==> config.mk <==
export PLATFORM = sky130hd
export DESIGN_NAME = wb_ram_arbiter
export DESIGN_NICKNAME = d
export VERILOG_FILES = /design/src/rtl/wb_ram_arbiter.sv
export SDC_FILE = /design/constraint.sdc
export NUM_CORES = 1
export LEC_CHECK = 0
export BUFFER_PORTS_ARGS = -buffer_cell sky130_fd_sc_hd__buf_2
export CORE_AREA = 2 2 92 94
export DETAILED_ROUTE_END_ITERATION = 16
export DIE_AREA = 0 0 94 96
export PLACE_DENSITY = 0.59
export SETUP_SLACK_MARGIN = 0.1
export SYNTH_ARGS = -nofsm -noshare
export SYNTH_HDL_FRONTEND = slang
export SYNTH_SLANG_ARGS = --single-unit
==> constraint.sdc <==
create_clock -name i_wb_clk -period 4.14 [get_ports i_wb_clk]
set_clock_uncertainty 0.05 [all_clocks]
set_input_delay 0.828 -clock i_wb_clk [delete_from_list [all_inputs] [get_ports i_wb_clk]]
set_output_delay 0.828 -clock i_wb_clk [all_outputs]
set_load 0.05 [all_outputs]
==> src/rtl/wb_ram_arbiter.sv <==
// wb_ram_arbiter
// Two-master classic Wishbone arbiter and sequencer in front of a single-port,
// byte-enable RAM with a 1-cycle registered read latency.
// Master 0 is instruction fetch and master 1 is data load/store.
// Each transaction takes IDLE -> ACCESS -> ACK, which is at least 3 cycles.
// The RAM strobes are gated with reset, so a reset edge can never commit a write.
module wb_ram_arbiter #(
  parameter int depth      = 256,
  parameter int aw         = $clog2(depth),
  parameter bit fixed_prio = 1'b0
) (
  input  logic          i_wb_clk,
  input  logic          i_wb_rst,
  // master 0 (instruction fetch)
  input  logic [aw-1:0] i_m0_adr,
  input  logic [31:0]   i_m0_dat,
  input  logic [3:0]    i_m0_sel,
  input  logic          i_m0_we,
  input  logic          i_m0_cyc,
  output logic [31:0]   o_m0_rdt,
  output logic          o_m0_ack,
  // master 1 (data load/store)
  input  logic [aw-1:0] i_m1_adr,
  input  logic [31:0]   i_m1_dat,
  input  logic [3:0]    i_m1_sel,
  input  logic          i_m1_we,
  input  logic          i_m1_cyc,
  output logic [31:0]   o_m1_rdt,
  output logic          o_m1_ack,
  // RAM port
  output logic [aw-1:0] o_ram_adr,
  output logic [31:0]   o_ram_dat,
  output logic [3:0]    o_ram_sel,
  output logic          o_ram_we,
  output logic          o_ram_cyc,
  input  logic [31:0]   i_ram_rdt
);

  typedef enum logic [1:0] {
    IDLE   = 2'd0,
    ACCESS = 2'd1,
    ACK    = 2'd2
  } state_t;

  state_t state;
  state_t next_state;
  logic   grant;
  logic   next_grant;
  logic   last_grant;
  logic   next_last_grant;
  logic   granted_cyc;
  logic   granted_we;
  logic   tie_winner;

  // Route the granted master's request onto the RAM address/data/sel lines.
  // The lines keep following the granted master outside ACCESS; the RAM
  // ignores them there because o_ram_cyc is low.
  always_comb begin
    granted_cyc = i_m0_cyc;
    granted_we  = i_m0_we;
    o_ram_adr   = i_m0_adr;
    o_ram_dat   = i_m0_dat;
    o_ram_sel   = i_m0_sel;
    if (grant) begin
      granted_cyc = i_m1_cyc;
      granted_we  = i_m1_we;
      o_ram_adr   = i_m1_adr;
      o_ram_dat   = i_m1_dat;
      o_ram_sel   = i_m1_sel;
    end else begin
      granted_cyc = i_m0_cyc;
      granted_we  = i_m0_we;
      o_ram_adr   = i_m0_adr;
      o_ram_dat   = i_m0_dat;
      o_ram_sel   = i_m0_sel;
    end
  end

  // Pick the winner when both masters request in the same IDLE cycle.
  // Round-robin hands the port to whoever did not finish last.
  always_comb begin
    tie_winner = 1'b0;
    if (fixed_prio) begin
      tie_winner = 1'b0;
    end else begin
      tie_winner = ~last_grant;
    end
  end

  // FSM and grant registers. After reset, last_grant is 1 so that master 0
  // wins the first tie.
  always_ff @(posedge i_wb_clk) begin
    if (i_wb_rst) begin
      state      <= IDLE;
      grant      <= 1'b0;
      last_grant <= 1'b1;
    end else begin
      state      <= next_state;
      grant      <= next_grant;
      last_grant <= next_last_grant;
    end
  end

  // Compute the next state and the grant/last_grant updates.
  // A cyc that is still high in IDLE starts a fresh transaction.
  always_comb begin
    next_state      = state;
    next_grant      = grant;
    next_last_grant = last_grant;
    case (state)
      IDLE: begin
        if (i_m0_cyc && i_m1_cyc) begin
          next_grant = tie_winner;
          next_state = ACCESS;
        end else if (i_m0_cyc) begin
          next_grant = 1'b0;
          next_state = ACCESS;
        end else if (i_m1_cyc) begin
          next_grant = 1'b1;
          next_state = ACCESS;
        end else begin
          next_state = IDLE;
        end
      end
      ACCESS: begin
        // A granted master that dropped cyc has aborted: no ack is issued.
        if (granted_cyc) begin
          next_state = ACK;
        end else begin
          next_state = IDLE;
        end
      end
      ACK: begin
        next_last_grant = grant;
        next_state      = IDLE;
      end
      default: begin
        next_state = IDLE;
      end
    endcase
  end

  // Decode the RAM strobes and the per-master ack/rdt from the state.
  // All of them are forced low while reset is asserted.
  always_comb begin
    o_ram_cyc = 1'b0;
    o_ram_we  = 1'b0;
    o_m0_ack  = 1'b0;
    o_m1_ack  = 1'b0;
    o_m0_rdt  = 32'h0000_0000;
    o_m1_rdt  = 32'h0000_0000;
    if (!i_wb_rst) begin
      case (state)
        ACCESS: begin
          o_ram_cyc = granted_cyc;
          o_ram_we  = granted_cyc & granted_we;
        end
        ACK: begin
          // For a write, i_ram_rdt is the word as it was before the write.
          // The master must ignore it.
          if (grant) begin
            o_m1_ack = 1'b1;
            o_m1_rdt = i_ram_rdt;
          end else begin
            o_m0_ack = 1'b1;
            o_m0_rdt = i_ram_rdt;
          end
        end
        default: begin
          o_ram_cyc = 1'b0;
          o_ram_we  = 1'b0;
        end
      endcase
    end else begin
      o_ram_cyc = 1'b0;
      o_ram_we  = 1'b0;
    end
  end

endmodule

## Yosys cells after proc, flatten, opt, wreduce, memory -nomap -nowiden

Cells that the tools add are included.

| word-level totals | value |
|---|---|
| register bits after elaboration | 4 |
| input port bits | 126 |
| word-level logic and storage cells | 40 |

| operators by class | value |
|---|---|
| equal/unequal tests | 2 |
| mux-type cells | 29 |
| bitwise gates (word level) | 2 |
| reductions and logical operators | 4 |

Operator list:

| cell | count |
|---|---|
| two-way mux 32 bit | 7 |
| two-way mux 1 bit | 18 |
| two-way mux 8 bit | 1 |
| two-way mux 4 bit | 1 |
| case mux 2 bit (2 select lines) | 1 |
| nonzero test 3 bit | 1 |
| == test 2 x 1 -> 1 bit (second input constant) | 1 |
| == test 2 bit (second input constant) | 1 |
| zero test 2 bit | 1 |
| two-way mux 2 bit | 1 |
| AND reduction 2 bit | 1 |
| bitwise AND 1 bit | 1 |
| logical AND 1 bit | 1 |
| inverter 1 bit | 1 |

## Longest topological paths before layout

| depth | value |
|---|---|
| word-level depth | 4 |
| mapped depth | 4 |
| mapped depth without buffers | 2 |

## Worst setup path after synthesis

OpenSTA, ideal clock, no wires.

| timing | value |
|---|---|
| path type | input to output |
| from | input port i_wb_rst |
| to | output port o_ram_cyc |
| arrival | 2.092 ns |
| data required time | 3.262 ns |
| path slack | 1.170 ns |
| stages on the path | 2 |
| buffers on the path | 1 |
| path through | buf_2 nor3_1 |

| between the ends | value |
|---|---|
| longest elaborated chain between the ends | 1 |

Ends and longest elaborated chain:

| item | RTL line | text |
|---|---|---|
| from (decl) | 13 | `input logic i_wb_rst,` |
| two-way mux 1 bit | 152 | `if (!i_wb_rst) begin` |
| to (decl) | 35 | `output logic o_ram_cyc,` |

No other way between the ends.

## Worst setup path in the final report

| timing | value |
|---|---|
| from | input port i_wb_rst |
| to | output port o_m1_rdt[26] |

| between the ends | value |
|---|---|
| longest elaborated chain between the ends | 1 |

Ends and longest elaborated chain:

| item | RTL line | text |
|---|---|---|
| two-way mux 32 bit | 152 |  |
| to (decl) | 28 | `output logic [31:0] o_m1_rdt,` |

No other way between the ends.

==> summary.md <==
| Metric | Value |
|---|---|
| Initial core utilization | 0.151 |
| CTS tree | yes |
| Hold Vio Cnt, Final | 0 |
| Required time worst endpoint | 3.26 ns |
| Synth cell types | 21 |
| Chip Width | 94 um |
| Leak | 1.50 nW |
| Pin count of the biggest net entering global routing | 44 |
| Syn avg cell area | 8.57 um^2 |
| Dpl hpwl | 4550 um |
| Routed len/inst | 10.7 um |
| Max-slew violations | 0 |
| DR pass1 iterations | 4 |
| Most common cell after layout, fill and taps aside | buf_2 |
| Tot GR Track Use | 0.0951 |
| DRC viols | 0 |
| Fin crit period | 2.99 ns |
| Slew @ Worst Pin | 0.523 ns |
| Gr ovfl total | 0 |
| Seq/Total Area, Yosys | 0.0658 |
| Max-cap violation count | 0 |
| DR vias/cell | 3.87 |
| RSZ-0062 raised after global routing | no |
| Number of global-route vias before repair | 1619 |
| Pwr per Cell Area | 187 nW/um^2 |
| Worst slew margin | 0.651 |
| Worst min path class | reg2reg |
| CTS Root Cell | clkbuf_8 |
| Initial antenna violation count | 0 |
| Global-route wire length before repair | 7020 um |
| Setup Fix Bufs, Post-CTS | 0 |
| Max Buffers Root-to-Sink | 2 |
| Hold Path Origin | last_grant |
| Worst vdd ir | 0.0735 mV |
| Core ar. | 8050 um^2 |
| Fill cells | 870 |
| Fmax | 334 MHz |
| Layout cell share with drive strength beyond 1 | 0.782 |
| Port bufs | 237 |
| Net Count, Synth | 268 |
| Yosys reg bits | 4 |
| Critical Path Source Type | input pin |
| Hold-fix buffers, CTS | 0 |
| Setup ws final | 1.15 ns |
| Most frequent cells in the layout | buf_2, and2_1, mux2_2 |
| CP startpoint | i_wb_rst |
| Reg2reg start | grant |
| Inserted Clock Buffers | 3 |
| Die Height | 96 um |
| GP Congestion | 0.722 |
| CP Capture Type | output pin |
| CP max FO | 33 |
| Vias | 1845 |
| Post-CTS sizing | 0 |
| Post-Route WL | 5120 um |
| DRT iter0 DRCs | 15 |
| Number of diodes | 0 |
| Layout area overhead | 106% |
| Setup TNS Final | 0 ns |
| Cell row count | 33 |
| Crit Path Class | in2out |
| Critical Path AT | 2.12 ns |
| Status | finished, final reports clean |
| Gate count after technology mapping | 142 |
| Final setup viols | 0 |
| Nets | 500 |
| Post-synthesis cell area | 1220 um^2 |
| Synth warnings | 0 |
| H-tree Lvls | 1 |
| Worst-Skew Late Latency | 0.22 ns |
| Period utilization | 0.723 |
| Clk slew on worst S/H paths | 0.03 ns |
| Post-route ant nets | 0 |
| Die area | 9020 um^2 |
| Pre-CTS WS | 1.12 ns |
| Clk sinks | 4 |
| Boundary Pins | 238 |
==> path summary, 6_finish.rpt <==
check	end	slack [ns]	cells past startpoint
min reg2reg	last_grant	0.43	1
max reg2reg	state[1]	2.57	3
min	last_grant	0.43	1
max	o_m1_rdt[26]	1.15	4
==> stage by stage <==
step	std cells	util	power, mW	area [um^2]	hold slack, ns
3_3_place_gp	474	0.306	0.383	2460	0.412
6_report	477	0.311	0.467	2500	0.433
4_1_cts	477	0.311	0.471	2500	0.421
3_5_place_dp	474	0.306	0.386	2460	0.413
2_1_floorplan	142	-	0.282	1220	0.385
5_1_grt	477	0.311	0.491	2500	0.450
==> power by group <==
| group | internal [mW] | total (mW) | switching [mW] |
|---|---|---|---|
| clock network | 0.0620 | 0.0819 | 0.0200 |
| registers | 0.0415 | 0.0467 | 0.00518 |
| logic | 0.117 | 0.339 | 0.222 |
==> cell type report <==
type,instances,area [um^2],area share
Timing Repair Buffer,239,1200,0.480
Multi-Input combinational cell,126,1050,0.419
Sequential cell,4,81.3,0.0325
Clock buffer,3,41.3,0.0165
Tap cell,105,131,0.0525
==> logic make-up (layout without fill, tap and decap cells) <==
logic type,after synthesis,in the layout,synth area share
muxes,46,46,0.423
DFF,4,4,0.0658
and+or+nand+nor,78,78,0.422
buffers and inverters,12,242,0.0730
AOI/OAI and AO/OA,2,2,0.0154
==> critical path, cell delays in order <==
cell and delay, ns:
buf_2 0.16, and4bb_2 0.63, and2_1 0.22, buf_2 0.27
==> flip-flops by register name, indices dropped and copies added (netlist names) <==
name / flops
state: 2
last_grant: 1
grant: 1
==> routing by layer <==
layer,track usage,part of all wire
met5,0,0
met4,0.00966,0.0045
met3,0.0313,0.092
met2,0.183,0.52
met1,0.105,0.38
==> cell usage after synthesis, drive strengths merged <==
cell,number,area share
and2,64,0.33
nand2b,2,0.010
nor4b,1,0.020
a211o,1,0.0072
or3b,1,0.0072
and3b,1,0.0072
nor3,3,0.012
nand2,1,0.0031
mux2i,2,0.016
dfxtp,4,0.066
buf,10,0.065
nor2,1,0.0031
and4bb,1,0.010
nor2b,1,0.0051
clkbuf,2,0.0082
mux2,44,0.41
a32o,1,0.0082
nor4,2,0.015
Power figures use the tool's default switching activity.
